==> src/rtl/decision_trail_if.sv <==
// rtl/decision_trail_if.sv - push, backtrack and status signals between the decider/BCP side and the trail
interface decision_trail_if #(
   parameter int VAR_BITS = 6
);
   logic                push_valid;
   logic                push_ready;
   logic [VAR_BITS-1:0] push_var;
   logic                push_val;
   logic                push_is_dec;
   logic [VAR_BITS-1:0] push_dec_idx;
   logic                conflict;
   logic                busy;
   logic                unassign_valid;
   logic [VAR_BITS-1:0] unassign_var;
   logic                bt_valid;
   logic [VAR_BITS-1:0] bt_var;
   logic                bt_val;
   logic [VAR_BITS-1:0] back_dec_idx;
   logic                unsat;
   logic [VAR_BITS:0]   count;
   logic [VAR_BITS:0]   level;

   modport master (
      output push_valid, push_var, push_val, push_is_dec, push_dec_idx, conflict,
      input  push_ready, busy, unassign_valid, unassign_var, bt_valid, bt_var,
             bt_val, back_dec_idx, unsat, count, level
   );

   modport slave (
      input  push_valid, push_var, push_val, push_is_dec, push_dec_idx, conflict,
      output push_ready, busy, unassign_valid, unassign_var, bt_valid, bt_var,
             bt_val, back_dec_idx, unsat, count, level
   );
endinterface

==> src/rtl/decision_trail.sv <==
// rtl/decision_trail.sv - DPLL assignment trail: LIFO of decisions/implications with conflict unwind
module decision_trail #(
   parameter int MAX_VARS = 64,
   parameter int VAR_BITS = 6
) (
   input logic             clock,
   input logic             reset,
   decision_trail_if.slave tif
);
   typedef enum logic [1:0] {S_IDLE, S_POP, S_UNSAT} state_e;

   state_e              state_q, state_d;
   logic [VAR_BITS:0]   count_q, count_d;
   logic [VAR_BITS:0]   level_q, level_d;

   logic [VAR_BITS-1:0] ent_var     [MAX_VARS];
   logic                ent_val     [MAX_VARS];
   logic                ent_is_dec  [MAX_VARS];
   logic [VAR_BITS-1:0] ent_dec_idx [MAX_VARS];

   logic [VAR_BITS-1:0] top_idx;
   logic [VAR_BITS-1:0] push_idx;
   logic                wr_push, wr_flip;

   logic                push_ready_c, busy_c, unsat_c;
   logic                unassign_valid_c, bt_valid_c, bt_val_c;
   logic [VAR_BITS-1:0] unassign_var_c, bt_var_c, back_dec_idx_c;

   assign top_idx  = VAR_BITS'(count_q - (VAR_BITS+1)'(1));
   assign push_idx = VAR_BITS'(count_q);

   always_comb begin
      state_d          = state_q;
      count_d          = count_q;
      level_d          = level_q;
      wr_push          = 1'b0;
      wr_flip          = 1'b0;
      push_ready_c     = 1'b0;
      busy_c           = 1'b0;
      unsat_c          = 1'b0;
      unassign_valid_c = 1'b0;
      unassign_var_c   = '0;
      bt_valid_c       = 1'b0;
      bt_var_c         = '0;
      bt_val_c         = 1'b0;
      back_dec_idx_c   = '0;
      case (state_q)
         S_IDLE: begin
            push_ready_c = !tif.conflict && (count_q < (VAR_BITS+1)'(MAX_VARS));
            if (tif.conflict) begin
               state_d = S_POP;
            end else if (tif.push_valid && push_ready_c) begin
               wr_push = 1'b1;
               count_d = count_q + (VAR_BITS+1)'(1);
               level_d = level_q + {{VAR_BITS{1'b0}}, tif.push_is_dec};
            end
         end
         S_POP: begin
            busy_c = 1'b1;
            if (count_q == '0) begin
               // Trail exhausted with no decision left: flag unsat this cycle already
               unsat_c = 1'b1;
               state_d = S_UNSAT;
            end else if (!ent_is_dec[top_idx]) begin
               unassign_valid_c = 1'b1;
               unassign_var_c   = ent_var[top_idx];
               count_d          = count_q - (VAR_BITS+1)'(1);
            end else begin
               bt_valid_c     = 1'b1;
               bt_var_c       = ent_var[top_idx];
               bt_val_c       = ~ent_val[top_idx];
               back_dec_idx_c = ent_dec_idx[top_idx] + VAR_BITS'(1);
               wr_flip        = 1'b1;
               level_d        = level_q - (VAR_BITS+1)'(1);
               state_d        = S_IDLE;
            end
         end
         S_UNSAT: begin
            unsat_c = 1'b1;
         end
         default: begin
            state_d = S_IDLE;
         end
      endcase
   end

   always_ff @(posedge clock or negedge reset) begin
      if (!reset) begin
         state_q <= S_IDLE;
         count_q <= '0;
         level_q <= '0;
      end else begin
         state_q <= state_d;
         count_q <= count_d;
         level_q <= level_d;
      end
   end

   // Entry storage carries no reset; only count_q decides which entries are live
   always_ff @(posedge clock) begin
      if (wr_push) begin
         ent_var[push_idx]     <= tif.push_var;
         ent_val[push_idx]     <= tif.push_val;
         ent_is_dec[push_idx]  <= tif.push_is_dec;
         ent_dec_idx[push_idx] <= tif.push_dec_idx;
      end
      if (wr_flip) begin
         ent_val[top_idx]    <= ~ent_val[top_idx];
         ent_is_dec[top_idx] <= 1'b0;
      end
   end

   // Outputs are forced low while reset is held, which also kills pulses mid-unwind
   assign tif.push_ready     = reset & push_ready_c;
   assign tif.busy           = reset & busy_c;
   assign tif.unsat          = reset & unsat_c;
   assign tif.unassign_valid = reset & unassign_valid_c;
   assign tif.unassign_var   = reset ? unassign_var_c : '0;
   assign tif.bt_valid       = reset & bt_valid_c;
   assign tif.bt_var         = reset ? bt_var_c : '0;
   assign tif.bt_val         = reset & bt_val_c;
   assign tif.back_dec_idx   = reset ? back_dec_idx_c : '0;
   assign tif.count          = reset ? count_q : '0;
   assign tif.level          = reset ? level_q : '0;
endmodule
==> src/flat_wrapper.sv <==
// flat-port wrapper written by rule: the top's interface ports become plain ports
module decision_trail_flat 
#(
   parameter int MAX_VARS = 64,
   parameter int VAR_BITS = 6
)
  (clock, reset, tif_push_valid, tif_push_var, tif_push_val, tif_push_is_dec, tif_push_dec_idx, tif_conflict, tif_push_ready, tif_busy, tif_unassign_valid, tif_unassign_var, tif_bt_valid, tif_bt_var, tif_bt_val, tif_back_dec_idx, tif_unsat, tif_count, tif_level);
  decision_trail_if #(.VAR_BITS(VAR_BITS)) tif_i ();
  input logic clock;
  input logic reset;
  input wire logic [$bits(tif_i.push_valid)-1:0] tif_push_valid;
  input wire logic [$bits(tif_i.push_var)-1:0] tif_push_var;
  input wire logic [$bits(tif_i.push_val)-1:0] tif_push_val;
  input wire logic [$bits(tif_i.push_is_dec)-1:0] tif_push_is_dec;
  input wire logic [$bits(tif_i.push_dec_idx)-1:0] tif_push_dec_idx;
  input wire logic [$bits(tif_i.conflict)-1:0] tif_conflict;
  output wire logic [$bits(tif_i.push_ready)-1:0] tif_push_ready;
  output wire logic [$bits(tif_i.busy)-1:0] tif_busy;
  output wire logic [$bits(tif_i.unassign_valid)-1:0] tif_unassign_valid;
  output wire logic [$bits(tif_i.unassign_var)-1:0] tif_unassign_var;
  output wire logic [$bits(tif_i.bt_valid)-1:0] tif_bt_valid;
  output wire logic [$bits(tif_i.bt_var)-1:0] tif_bt_var;
  output wire logic [$bits(tif_i.bt_val)-1:0] tif_bt_val;
  output wire logic [$bits(tif_i.back_dec_idx)-1:0] tif_back_dec_idx;
  output wire logic [$bits(tif_i.unsat)-1:0] tif_unsat;
  output wire logic [$bits(tif_i.count)-1:0] tif_count;
  output wire logic [$bits(tif_i.level)-1:0] tif_level;
  assign tif_i.push_valid = tif_push_valid;
  assign tif_i.push_var = tif_push_var;
  assign tif_i.push_val = tif_push_val;
  assign tif_i.push_is_dec = tif_push_is_dec;
  assign tif_i.push_dec_idx = tif_push_dec_idx;
  assign tif_i.conflict = tif_conflict;
  assign tif_push_ready = tif_i.push_ready;
  assign tif_busy = tif_i.busy;
  assign tif_unassign_valid = tif_i.unassign_valid;
  assign tif_unassign_var = tif_i.unassign_var;
  assign tif_bt_valid = tif_i.bt_valid;
  assign tif_bt_var = tif_i.bt_var;
  assign tif_bt_val = tif_i.bt_val;
  assign tif_back_dec_idx = tif_i.back_dec_idx;
  assign tif_unsat = tif_i.unsat;
  assign tif_count = tif_i.count;
  assign tif_level = tif_i.level;
  decision_trail #(.MAX_VARS(MAX_VARS), .VAR_BITS(VAR_BITS)) u_core (.clock(clock), .reset(reset), .tif(tif_i));
endmodule
==> config.mk <==
export PLATFORM = sky130hd
export DESIGN_NAME = decision_trail_flat
export DESIGN_NICKNAME = d
export VERILOG_FILES = /design/src/rtl/decision_trail_if.sv /design/src/rtl/decision_trail.sv /design/src/flat_wrapper.sv
export SDC_FILE = /design/constraint.sdc
export NUM_CORES = 1
export LEC_CHECK = 0
export BUFFER_PORTS_ARGS = -buffer_cell sky130_fd_sc_hd__buf_4
export CAP_MARGIN = 30
export CORE_ASPECT_RATIO = 0.5
export CORE_UTILIZATION = 60
export CTS_BUF_LIST = sky130_fd_sc_hd__clkbuf_8
export CTS_CLUSTER_DIAMETER = 100
export CTS_CLUSTER_SIZE = 12
export DETAILED_ROUTE_END_ITERATION = 8
export GPL_ROUTABILITY_DRIVEN = 1
export HOLD_SLACK_MARGIN = 0.06
export PLACE_DENSITY = 0.76
export SETUP_SLACK_MARGIN = 0.2
export SLEW_MARGIN = 30
export SYNTH_ARGS = -nofsm -noshare
export SYNTH_HDL_FRONTEND = slang
export SYNTH_SLANG_ARGS = --single-unit
==> constraint.sdc <==
create_clock -name clock -period 6.3 [get_ports clock]
set_clock_uncertainty 0.05 [all_clocks]
set_input_delay 0.945 -clock clock [delete_from_list [all_inputs] [get_ports clock]]
set_output_delay 0.945 -clock clock [all_outputs]
set_load 0.02 [all_outputs]
==> impl_results.md <==
* Status: finished, final reports clean
* DR vias at 18700
* Slew HR at 38.6%
* R2r startpoint: u_core.count_q[1]
* Ys async rst share at 1.75%
* First-pass GRT wire length at 124000 um
* Drt first-iter violations at 2860
* Synth Net Count at 1838
* Synth warnings at 0
* Port Buf Inserts at 55
* Post-synth EDFFs at 896
* # DRC at 0
* Commonest non-fill, non-tap cell in the layout: edfxtp_1
* Antenna-violating nets left at 0
* Leak at 0.0127 uW
* Critical path data arrival time at 4.87 ns
* Initial Utilization at 61.5%
* Max clock buf depth at 3
* Number of synthesized register bits at 912
* Slew Viols, Final at 0
* Gr usage total at 27.7%
* Global route overflow at 0
* Worst-margin pin slew at 0.914 ns
* Setup crit start: u_core.count_q[1]
* Routability cong. at 0.882
* Syn Inst Count at 1807
* Vias per cell at 6.74
* WL/cell at 30.5 um
* # nets final at 1979
* Max Cap Viol at 0
* Die Y at 178 um
* I/O pin cnt at 56
* Peak supply drop at 0.465 mV
* Chip Width at 353 um
* Highest-count cells in the layout ignoring fill and taps: edfxtp_1 (896), mux4_2 (252), nor2_1 (164), buf_4 (142), clkbuf_8 (86)
* Critical path class: reg -> out
* CTS Sinks at 912
* Core region area at 60100 um^2
* Cell row count at 63
* Post-synthesis sequential area ratio at 73.9%
* RSZ-0062 raised after global routing: no
* Clock-pin slew on the worst setup and hold paths at 0.09 ns
* Class of the worst hold path: in -> async
* Post-Route WL at 84600 um
* Synthesized area at 37000 um^2
* Final instance area at 40000 um^2
* CTS tree: yes
* Fin. Hold Viols at 0
* Final HPWL DP at 52100 um
* Period utilization at 93.0%
* # H-tree levels at 3
* Core Util, Final at 66.5%
* Pre-Repair DR Iteration Count at 9
* Largest net degree at the start of global routing at 90
* Share of cells above drive strength 1 at 27.4%
* Number of global-route vias before repair at 18300
* # setup viols final at 0
* R2r setup slk at 1.63 ns
* Hold_buf cts at 0
* Type of origin of the critical path: flop
* Maximum clock rate at 0.171 GHz
* Die area at 62700 um^2
* Max FO, Critical Path at 15
* CTS Root Cell: clkbuf_8
* P per Cell Area at 467 nW/um^2
* Syn avg cell area at 20.5 um^2
* Area grow syn2layout at 8.14%
* Crit path time final at 5.86 ns
* Top FF cell, synth: edfxtp_1
* Total negative slack at 0 ns
* TritonCTS Buffers at 85
* CP required at 5.30 ns
* Worst hold slack at 0.105 ns
* Clk_lat worst skew at 0.70 ns
* Placement Cell Area at 38600 um^2
* Initial antenna violation count at 2
* Worst setup EP type: output pin
* Netlist cell types at 69
-- kinds of logic (layout without fill, tap and decap cells) --
family	Yosys count	in the layout	synth area share, %
buf+inv	109	266	1.80
mux	297	297	17.1
compound gates	94	94	1.92
fa+ha+maj	13	13	0.460
other cells	0	2	0
xor+xnor	17	17	0.474
simple gates	365	365	4.39
flops	912	912	73.9
-- layout make-up --
| cell class | count | area [um^2] |
|---|---|---|
| Sequential cell | 912 | 27300 |
| Fill cell | 3806 | 20100 |
| Multi-Input combinational cell | 786 | 9070 |
| Timing Repair Buffer | 151 | 1240 |
| Clock buffer | 86 | 1180 |
| Tap cell | 812 | 1020 |
| Clock inverter | 17 | 100 |
| Inverter | 12 | 45.0 |
| Antenna cell | 2 | 5.00 |
-- layer usage --
| layer | vias to the layer above | part of all wire, % | global-route usage (%) | wire length [um] |
|---|---|---|---|---|
| met5 | - | 0 | 0 | 0 |
| met4 | 0 | 2.2 | 6.15 | 1840 |
| met3 | 144 | 11 | 6.74 | 9630 |
| met2 | 1144 | 46 | 41.6 | 38700 |
| met1 | 9805 | 41 | 42.0 | 34400 |
| li1 | 7630 | - | - | - |
-- per-stage QoR --
step                cells  setup WS, ns  total power (uW)
floorplan            1807         0.493             13000
global placement     2669          1.14             15400
detailed placement   2669         0.995             15500
CTS                  2772         0.266             18600
global route         2776         0.208             19400
finish               2778         0.438             18700
-- where the power goes --
part           total (uW)  internal [uW]  switching, uW
Sequential           7110           7010            107
Clock                3130           1250           1880
Combinational        8410           3510           4900
Total               18700          11800           6890
-- cell usage after synthesis (all sizes together) (4+ instances only) --
master     n  area share, %
o211ai     4          0.081
a21boi     4          0.081
nand2     80           0.83
nor2b     10           0.17
a22oi      4          0.081
edfxtp   896             73
nor2     172            1.8
a2111oi    6           0.14
xor2      10           0.31
nand4      6           0.10
xnor2      7           0.17
nand3     40           0.54
inv       12           0.12
nand2b     6           0.10
dfrtp     16            1.1
mux2       9           0.30
nor3      11           0.15
and2      20           0.34
o21ai     11           0.17
mux4     262             16
a21oi     28           0.44
ha        12           0.41
and3       8           0.14
buf       73            1.4
clkbuf    24           0.24
mux2i     26           0.70
a31oi      7           0.15
-- flip-flops by register name, summed over array words and instances, names as in the netlist --
register / count
u_core.state_q: 2
u_core.count_q: 7
u_core.ent_dec_idx: 384
u_core.ent_var: 384
u_core.level_q: 7
u_core.ent_is_dec: 64
u_core.ent_val: 64
-- what timing repair did --
item                       in CTS  in global routing
setup endpoints to repair       0                  4
buffers inserted                0                  3
resized for setup               0                  2
-- path summary, 6_finish.rpt --
| path | to | cells after the start |
|---|---|---|
| setup / recovery | tif_back_dec_idx[5] | 12 |
| hold / removal | u_core.level_q[0] | 1 |
| setup reg to reg | u_core.ent_val[36] | 13 |
| hold reg to reg | u_core.level_q[6] | 1 |
| max in group asynchronous | u_core.count_q[0] | 1 |
| min in group clock | u_core.level_q[6] | 1 |
-- critical path, stage by stage, from the launching register on --
cell and delay, ns:
dfrtp_1 0.64, inv_1 0.20, ha_4 0.25, xor2_4 0.44, buf_4 0.38, mux4_1 0.60, mux2i_1 0.22, o32ai_1 0.13
or4_1 0.63, nand3_1 0.15, o21ai_0 0.09, a21oi_1 0.24, buf_4 0.20
Power figures use the tool's default switching activity.
